**config.mk**
```make
export PLATFORM = sky130hd
export DESIGN_NAME = gemm_multi_lane_top
export DESIGN_NICKNAME = d
export VERILOG_FILES = /design/src/rtl/gemm_pkg.sv /design/src/rtl/gemm_mac_lane.sv /design/src/rtl/gemm_multi_lane_top.sv
export SDC_FILE = /design/constraint.sdc
export NUM_CORES = 2
export LEC_CHECK = 0
export ABC_AREA = 0
export CORE_UTILIZATION = 30
export DETAILED_ROUTE_END_ITERATION = 8
export PLACE_DENSITY_LB_ADDON = 0.2
export SLEW_MARGIN = 25
export SYNTH_ARGS = -nofsm -noshare
export SYNTH_HDL_FRONTEND = slang
export SYNTH_SLANG_ARGS = --single-unit
```
**constraint.sdc**
```tcl
create_clock -name clk_i -period 18.84 [get_ports clk_i]
set_input_delay 1.884 -clock clk_i [delete_from_list [all_inputs] [get_ports clk_i]]
set_output_delay 1.884 -clock clk_i [all_outputs]
set_load 0.01 [all_outputs]
```
**src/rtl/gemm_pkg.sv**
```systemverilog
// Shared types, default widths and small helpers for the multi-lane GEMM engine.
package gemm_pkg;

  localparam int DefInDataWidth   = 8;
  localparam int DefOutDataWidth  = 32;
  localparam int DefNumLanes      = 4;
  localparam int DefAddrWidth     = 12;
  localparam int DefSizeAddrWidth = 8;

  typedef enum logic [2:0] {
    IDLE,
    COMPUTE,
    DRAIN,
    WRITE,
    DONE
  } gemm_state_e;

  function automatic int unsigned ceil_div(input int unsigned num, input int unsigned den);
    return (num + den - 1) / den;
  endfunction

  // Lane `lane` of column tile `tile` holds a real column only while it is below the column count.
  function automatic logic lane_mask(input int unsigned tile, input int unsigned lane,
                                     input int unsigned lanes, input int unsigned cols);
    return (tile * lanes + lane) < cols;
  endfunction

endpackage

```
**src/rtl/gemm_mac_lane.sv**
```systemverilog
// One multiply-accumulate lane: extends both operands by mode, then loads or adds the product.
module gemm_mac_lane import gemm_pkg::*; #(
  parameter int InDataWidth  = DefInDataWidth,
  parameter int OutDataWidth = DefOutDataWidth
) (
  input  logic                    clk,
  input  logic                    rst_n,
  input  logic                    valid,
  input  logic                    first,
  input  logic                    signed_mode,
  input  logic [InDataWidth-1:0]  a,
  input  logic [InDataWidth-1:0]  b,
  output logic [OutDataWidth-1:0] acc
);

  localparam int ExtWidth = OutDataWidth - InDataWidth;

  logic [OutDataWidth-1:0] a_ext;
  logic [OutDataWidth-1:0] b_ext;
  logic [OutDataWidth-1:0] product;

  always_comb begin
    a_ext   = signed_mode ? {{ExtWidth{a[InDataWidth-1]}}, a} : {{ExtWidth{1'b0}}, a};
    b_ext   = signed_mode ? {{ExtWidth{b[InDataWidth-1]}}, b} : {{ExtWidth{1'b0}}, b};
    product = a_ext * b_ext;
  end

  // NOTE: registered state uses non-blocking assignments so every flop samples pre-edge values.
  always_ff @(posedge clk or negedge rst_n) begin
    if (!rst_n) begin
      acc <= '0;
    end else if (valid) begin
      acc <= first ? product : acc + product;
    end
  end

endmodule

```
**src/rtl/gemm_multi_lane_top.sv**
```systemverilog
// GEMM engine: walks C row tiles, streams A scalars and packed B words, writes packed C words.
module gemm_multi_lane_top import gemm_pkg::*; #(
  parameter int InDataWidth   = DefInDataWidth,
  parameter int OutDataWidth  = DefOutDataWidth,
  parameter int NumLanes      = DefNumLanes,
  parameter int AddrWidth     = DefAddrWidth,
  parameter int SizeAddrWidth = DefSizeAddrWidth
) (
  input  logic                             clk_i,
  input  logic                             rst_ni,
  input  logic                             start_i,
  input  logic                             signed_mode_i,
  input  logic [SizeAddrWidth-1:0]         M_size_i,
  input  logic [SizeAddrWidth-1:0]         K_size_i,
  input  logic [SizeAddrWidth-1:0]         N_size_i,
  output logic [AddrWidth-1:0]             sram_a_addr_o,
  input  logic [InDataWidth-1:0]           sram_a_rdata_i,
  output logic [AddrWidth-1:0]             sram_b_addr_o,
  input  logic [NumLanes*InDataWidth-1:0]  sram_b_rdata_i,
  output logic [AddrWidth-1:0]             sram_c_addr_o,
  output logic [NumLanes*OutDataWidth-1:0] sram_c_wdata_o,
  output logic                             sram_c_we_o,
  output logic [NumLanes-1:0]              sram_c_lane_en_o,
  output logic                             busy_o,
  output logic                             done_o
);

  localparam logic [SizeAddrWidth-1:0] SizeOne = SizeAddrWidth'(1);

  gemm_state_e state_q, state_d;

  logic [SizeAddrWidth-1:0]         m_size_q, k_size_q, n_size_q, nt_q;
  logic [SizeAddrWidth-1:0]         m_q, t_q, k_q;
  logic                             signed_q, valid_q, first_q;
  logic                             zero_size, k_last, t_last, m_last;
  logic [NumLanes*OutDataWidth-1:0] acc_word;
  logic [NumLanes-1:0]              tile_mask;

  assign zero_size = (M_size_i == '0) || (K_size_i == '0) || (N_size_i == '0);
  assign k_last    = (k_q == k_size_q - SizeOne);
  assign t_last    = (t_q == nt_q - SizeOne);
  assign m_last    = (m_q == m_size_q - SizeOne);

  // NOTE: every variable gets its default first so no path through the case infers a latch.
  always_comb begin
    state_d = state_q;
    case (state_q)
      IDLE:    if (start_i) state_d = zero_size ? DONE : COMPUTE;
      COMPUTE: if (k_last) state_d = DRAIN;
      DRAIN:   state_d = WRITE;
      WRITE:   state_d = (t_last && m_last) ? DONE : COMPUTE;
      DONE:    state_d = IDLE;
      default: state_d = IDLE;
    endcase
  end

  always_ff @(posedge clk_i or negedge rst_ni) begin
    if (!rst_ni) state_q <= IDLE;
    else         state_q <= state_d;
  end

  always_ff @(posedge clk_i or negedge rst_ni) begin
    if (!rst_ni) begin
      m_size_q <= '0;
      k_size_q <= '0;
      n_size_q <= '0;
      nt_q     <= '0;
      signed_q <= 1'b0;
      m_q      <= '0;
      t_q      <= '0;
      k_q      <= '0;
    end else begin
      case (state_q)
        IDLE: if (start_i) begin
          m_size_q <= M_size_i;
          k_size_q <= K_size_i;
          n_size_q <= N_size_i;
          nt_q     <= SizeAddrWidth'(ceil_div(32'(N_size_i), NumLanes));
          signed_q <= signed_mode_i;
          m_q      <= '0;
          t_q      <= '0;
          k_q      <= '0;
        end
        COMPUTE: k_q <= k_last ? '0 : k_q + SizeOne;
        WRITE: begin
          if (t_last) begin
            t_q <= '0;
            m_q <= m_q + SizeOne;
          end else begin
            t_q <= t_q + SizeOne;
          end
        end
        default: ;
      endcase
    end
  end

  // SRAM data returns one cycle after its address, so valid/first trail the COMPUTE cycle.
  always_ff @(posedge clk_i or negedge rst_ni) begin
    if (!rst_ni) begin
      valid_q <= 1'b0;
      first_q <= 1'b0;
    end else begin
      valid_q <= (state_q == COMPUTE);
      first_q <= (state_q == COMPUTE) && (k_q == '0);
    end
  end

  for (genvar l = 0; l < NumLanes; l++) begin : g_lane
    gemm_mac_lane #(
      .InDataWidth (InDataWidth),
      .OutDataWidth(OutDataWidth)
    ) u_lane (
      .clk        (clk_i),
      .rst_n      (rst_ni),
      .valid      (valid_q),
      .first      (first_q),
      .signed_mode(signed_q),
      .a          (sram_a_rdata_i),
      .b          (sram_b_rdata_i[l*InDataWidth +: InDataWidth]),
      .acc        (acc_word[l*OutDataWidth +: OutDataWidth])
    );
    assign tile_mask[l] = lane_mask(32'(t_q), l, NumLanes, 32'(n_size_q));
  end

  always_comb begin
    sram_a_addr_o    = '0;
    sram_b_addr_o    = '0;
    sram_c_addr_o    = '0;
    sram_c_wdata_o   = '0;
    sram_c_we_o      = 1'b0;
    sram_c_lane_en_o = '0;
    if (state_q == COMPUTE) begin
      sram_a_addr_o = AddrWidth'(m_q) * AddrWidth'(k_size_q) + AddrWidth'(k_q);
      sram_b_addr_o = AddrWidth'(k_q) * AddrWidth'(nt_q) + AddrWidth'(t_q);
    end
    if (state_q == WRITE) begin
      sram_c_addr_o    = AddrWidth'(m_q) * AddrWidth'(nt_q) + AddrWidth'(t_q);
      sram_c_wdata_o   = acc_word;
      sram_c_we_o      = 1'b1;
      sram_c_lane_en_o = tile_mask;
    end
  end

  assign busy_o = (state_q == COMPUTE) || (state_q == DRAIN) || (state_q == WRITE);
  assign done_o = (state_q == DONE);

endmodule
```
=== Word-level counts from Yosys, hierarchy flattened ===
Cells that the tools add are included.

* Input bits: 68
* Logic and storage cells: 99
* Register bits: 190
* Output and inout port bits: 171

* Add/subtract/negate cells: 18
* Order comparisons: 4
* Reductions and logical operators: 18
* $mul: 7
* Equal/unequal tests: 10
* Mux-type cells: 27

{| class="wikitable"
|+ Operators with widths
! cell !! count
|-
| two-way mux 32 bit || 9
|-
| adder 32 bit || 4
|-
| multiplier 32 x 32 -> 32 bit || 4
|-
| two-way mux 128 bit || 1
|-
| one-hot mux 8 bit (2 select lines) || 3
|-
| adder 12 x 8 -> 12 bit || 3
|-
| multiplier 8 x 8 -> 12 bit || 3
|-
| two-way mux 12 bit || 3
|-
| < comparator 11 x 8 -> 1 bit || 3
|-
| logical NOT 8 bit || 4
|-
| two-way mux 8 bit || 4
|-
| adder 8 x 1 -> 8 bit (second input constant) || 3
|-
| equality test 8 bit || 3
|-
| subtractor 8 x 1 -> 8 bit (second input constant) || 3
|-
| adder 10 x 2 -> 11 bit (second input constant) || 2
|-
| two-way mux 3 bit || 4
|-
| one-hot mux 3 bit (4 select lines) || 1
|-
| adder 10 x 1 -> 11 bit (second input constant) || 1
|-
| < comparator 10 x 8 -> 1 bit || 1
|-
| subtractor 9 x 1 -> 10 bit (second input constant) || 1
|-
| adder 8 x 3 -> 9 bit (second input constant) || 1
|-
| AND reduction 2 bit || 4
|-
| equality test 3 x 2 -> 1 bit (second input constant) || 2
|-
| != test 2 bit (second input constant) || 3
|-
| other kinds (9) || 14
|}

=== Depth between registers and ports, before layout ===
* Word-level depth: 6
* Gate-level depth with buffers: 39

=== By module ===
A second synthesis with hierarchy kept.

* Cell total of the unflattened synthesis: 6160
* Area total of the unflattened synthesis: 54576.1 sq um

{| class="wikitable"
|+ By module, submodules not included
! module !! area each (sq um) !! instances !! cells each !! sequential area each (sq um)
|-
| gemm_mac_lane (g_lane[0].u_lane) || 11374.7 || 1 || 1292 || 800.8
|-
| gemm_mac_lane (g_lane[1].u_lane) || 11250.8 || 1 || 1271 || 800.8
|-
| gemm_mac_lane (g_lane[2].u_lane) || 10810.4 || 1 || 1161 || 800.8
|-
| gemm_mac_lane (g_lane[3].u_lane) || 10791.6 || 1 || 1146 || 800.8
|-
| gemm_multi_lane_top || 10348.7 || 1 || 1290 || 1526.5
|}

=== Worst setup path after synthesis ===
No wires, ideal clock.

* Path kind: input to register
* From: in sram_a_rdata_i[7]
* To: reg g_lane[3].u_lane.acc[31]
* Path slack: 8006 ps
* Cell stages on the path: 30
* Data arrival time: 10714 ps
* Cells stage by stage: and2_1 -> clkbuf_1 -> clkbuf_1 -> nand2_1 -> fa_1 -> inv_1 -> fa_1 -> fa_1 -> fa_1 -> fa_1 -> fa_1 -> fa_1 -> fa_1 -> ha_1 -> clkbuf_1 -> nand3_1 -> a2111oi_0 -> o31ai_2 -> xnor2_1 -> ha_1 -> and3_1 -> clkbuf_1 -> and4_1 -> a32oi_1 -> a31oi_1 -> a221o_1 -> a21oi_2 -> mux2_1 -> a21oi_1 -> nor2_1

* Word-level cells in the longest chain between the ends: 4

{| class="wikitable"
|+ Ends and longest elaborated chain
! element !! RTL line !! RTL
|-
| start, declared || gemm_multi_lane_top.sv:17 || <nowiki>input logic [InDataWidth-1:0] sram_a_rdata_i,</nowiki>
|-
| two-way mux 32 bit * || gemm_mac_lane.sv:23 || <nowiki>a_ext = signed_mode ? {{ExtWidth{a[InDataWidth-1]}}, a} : {{ExtWidth{1'b0}}, a};</nowiki>
|-
| multiplier 32 x 32 -> 32 bit * || gemm_mac_lane.sv:25 || <nowiki>product = a_ext * b_ext;</nowiki>
|-
| adder 32 bit || gemm_mac_lane.sv:33 || <nowiki>acc <= first ? product : acc + product;</nowiki>
|-
| two-way mux 32 bit * || gemm_mac_lane.sv:33 ||
|-
| end signal, assigned || gemm_mac_lane.sv:33 ||
|-
| end, declared || gemm_mac_lane.sv:13 || <nowiki>output logic [OutDataWidth-1:0] acc</nowiki>
|}

Every way passes the cells marked *; elsewhere a longest branch is shown, timed or not.
A chain may end at the register's enable or synchronous reset.

=== Final worst setup path ===
* From: in sram_a_rdata_i[7]
* To: reg g_lane[0].u_lane.acc[31]

* Word-level cells in the longest chain between the ends: 4

{| class="wikitable"
|+ Ends and longest elaborated chain
! element !! RTL line
|-
| two-way mux 32 bit * || gemm_mac_lane.sv:23
|-
| multiplier 32 x 32 -> 32 bit * || gemm_mac_lane.sv:25
|-
| adder 32 bit || gemm_mac_lane.sv:33
|-
| two-way mux 32 bit * || gemm_mac_lane.sv:33
|-
| end signal, assigned || gemm_mac_lane.sv:33
|-
| end, declared || gemm_mac_lane.sv:13
|}

Marks and branches as above.

==> impl_metrics.tcl <==
set metrics [dict create \
    outcome "finished clean" \
    critPathArrivalTime_ns 11.94 \
    clock_latency_ns 0.56 \
    cp_slowest_cell "fa_1" \
    grt_pass1_vias 41310 \
    final-instance-count-excl-fill 8149 \
    fin_util_pct 33.46 \
    core_um2 172100 \
    ios 239 \
    fill_cells 18010 \
    multi_input_area_um2 43230 \
    clkTransAtPathRegs_ns 0.10 \
    ys_top_cells_by_area "fa_1, ha_1, dfrtp_1" \
    cap_violations 0 \
    drt-pass1-iter-count 7 \
    drive_gt1_share_pct 2.365 \
    min_period_over_period_pct 61.04 \
    grt_use_total_pct 18.63 \
    whs_ns 0.5140 \
    viasPerCell 4.786 \
    drc_errors 0 \
    avgSynthCellArea_um2 9.100 \
    finalSetupViolCount 0 \
    synth_top_area_share_pct 33.68 \
    cts.repair.resized 0 \
    syn-num-nets 7368 \
    yosys_warnings 0 \
    cp_slowest_stage_delay_ns 0.54 \
    synth-edff-count 0 \
    hold_viol_final 0 \
    hold_buffers 0 \
    final-seq-area_um2 4737 \
    num_vias 39000 \
    clockRootBuffer "clkbuf_16" \
    synth-seq-area-share_pct 9.073 \
    async_flop_share_pct 100.0 \
    crit_buf_inv 8 \
    post-synth-top-count-cell "inv_1" \
    dp_hpwl_mm 132.1 \
    worstHoldPathType "reg -> reg" \
    slew_viol_final 0 \
    rsz0062_at_grt "no" \
    synth.distinct_cells 91 \
    worst-setup-path-type "in -> reg" \
    cts_buffers 17 \
    finalCriticalPeriod_ns 11.50 \
    crit_family "adder cells" \
    fmax_mhz 86.95 \
    antenna_left 0 \
    placementRows 152 \
    synthFlopType "dfrtp_1" \
    wirelength_mm 157.2 \
    cts_tree "done" \
    drt_iter0_drc 1794 \
    start_kind "primary input" \
    wl_per_cell_um 19.29 \
    relSlewSlack_pct 30.78 \
    initial_utilization_pct 30.28 \
    die_width_um 418.8 \
    nets 7461 \
    synth_seq_cells 189 \
    fin_tns_setup_ns 0 \
    port_buffers 238 \
    tightest_slew_ns 1.038 \
    die_h_um 418.8 \
    yosysTopAreaCell "fa_1" \
    clock_sinks 189 \
    grt_max_degree 87 \
    synth_commonest_cells "inv_1, fa_1, ha_1, nand2_1, and2_1" \
    cp_data_required_time_ns 19.28 \
    crit_path_end_kind "flop" \
    dieArea_um2 175400 \
    gr-total-overflow 0 \
    grt_pass1_wl_mm 250.8 \
    place.gp.congestion 0.9100 \
    worst-r2r-setup-slack_ns 8.64 \
    postCtsSetupBuffers 0 \
    cp_max_fo 25 \
    path_common_cell "fa_1" \
    clock_skew_ns 0.02644 \
    syn-cell-area_um2 52120 \
    clk_path_buf_depth 2 \
    htreeDepth 4 \
    area_growth_pct 10.49 \
    antenna_found_initial 15 \
    synthCells 5728 \
    dp_cells 8112 \
]
kinds of logic after synthesis:
group                      count (synthesis)  share of synthesized area, %
AOI/OAI and AO/OA                        979                         11.84
muxes                                     37                        0.7369
xor gates and xnor gates                 353                         5.931
buffers and inverters                   1117                         8.044
DFF                                      189                         9.073
adders and majority gates               1573                         50.38
and+or+nand+nor                         1480                         13.99
layout by cell type (no fill, tap or decap), drive strengths merged, types with 72 or more instances in the layout:
| master | netlist | routed |
|---|---|---|
| a21o | 130 | 130 |
| a21oi | 379 | 379 |
| and2 | 391 | 391 |
| and3 | 72 | 72 |
| clkdlybuf4s50 | 0 | 229 |
| dfrtp | 189 | 189 |
| fa | 877 | 877 |
| ha | 695 | 695 |
| inv | 912 | 921 |
| nand2 | 417 | 417 |
| nor2 | 347 | 347 |
| o21ai | 171 | 171 |
| xnor2 | 261 | 261 |
| xor2 | 92 | 92 |
stage by stage:
step / instance area (um2) / worst slack (ns)
global route: 57590 / 6.696
finish: 57600 / 7.340
CTS: 57570 / 7.352
global placement: 56920 / 6.903
floorplan: 52130 / 8.007
detailed placement: 56930 / 6.779
metal layers:
layer  part of all wire [%]  global-route usage [%]
met5                  0.046                       0
met4                    2.0                   4.265
met3                    2.7                   1.710
met2                     50                   32.02
met1                     46                   25.15
area by class of cell:
class / count / share of cell area, %
Antenna cell: 5 / 0.02172
Clock buffer: 17 / 0.7386
Clock inverter: 15 / 0.3780
Inverter: 912 / 5.948
Multi-Input combinational cell: 4422 / 75.05
Sequential cell: 189 / 8.225
Tap cell: 2310 / 5.018
Timing Repair Buffer: 279 / 4.616
sequential cells by signal (all words and copies together) (netlist names):
register,count
signed_q,1
state_q,3
t_q,8
valid_q,1
m_size_q,8
nt_q,7
m_q,8
k_q,8
k_size_q,8
first_q,1
g_lane.u_lane.acc,128
n_size_q,8
worst min-delay path, cell delays in order, from the launching register on:
cell,delay [ns]
dfrtp_1,0.37
nand2_1,0.06
nand2_1,0.06
path summary, 6_finish.rpt:
path                                       endpoint  cells past startpoint               from
min in group asynchronous                state_q[2]                      1             rst_ni
max                        g_lane[0].u_lane.acc[31]                     38  sram_a_rdata_i[7]
max reg2reg                g_lane[0].u_lane.acc[31]                     36           signed_q
min reg2reg                             m_size_q[7]                      2        m_size_q[7]
min                                     m_size_q[7]                      2        m_size_q[7]
max in group asynchronous  g_lane[2].u_lane.acc[11]                      3             rst_ni
Power is not shown: default switching activity piles up to over one toggle a cycle in this logic, so the estimate is an artifact.
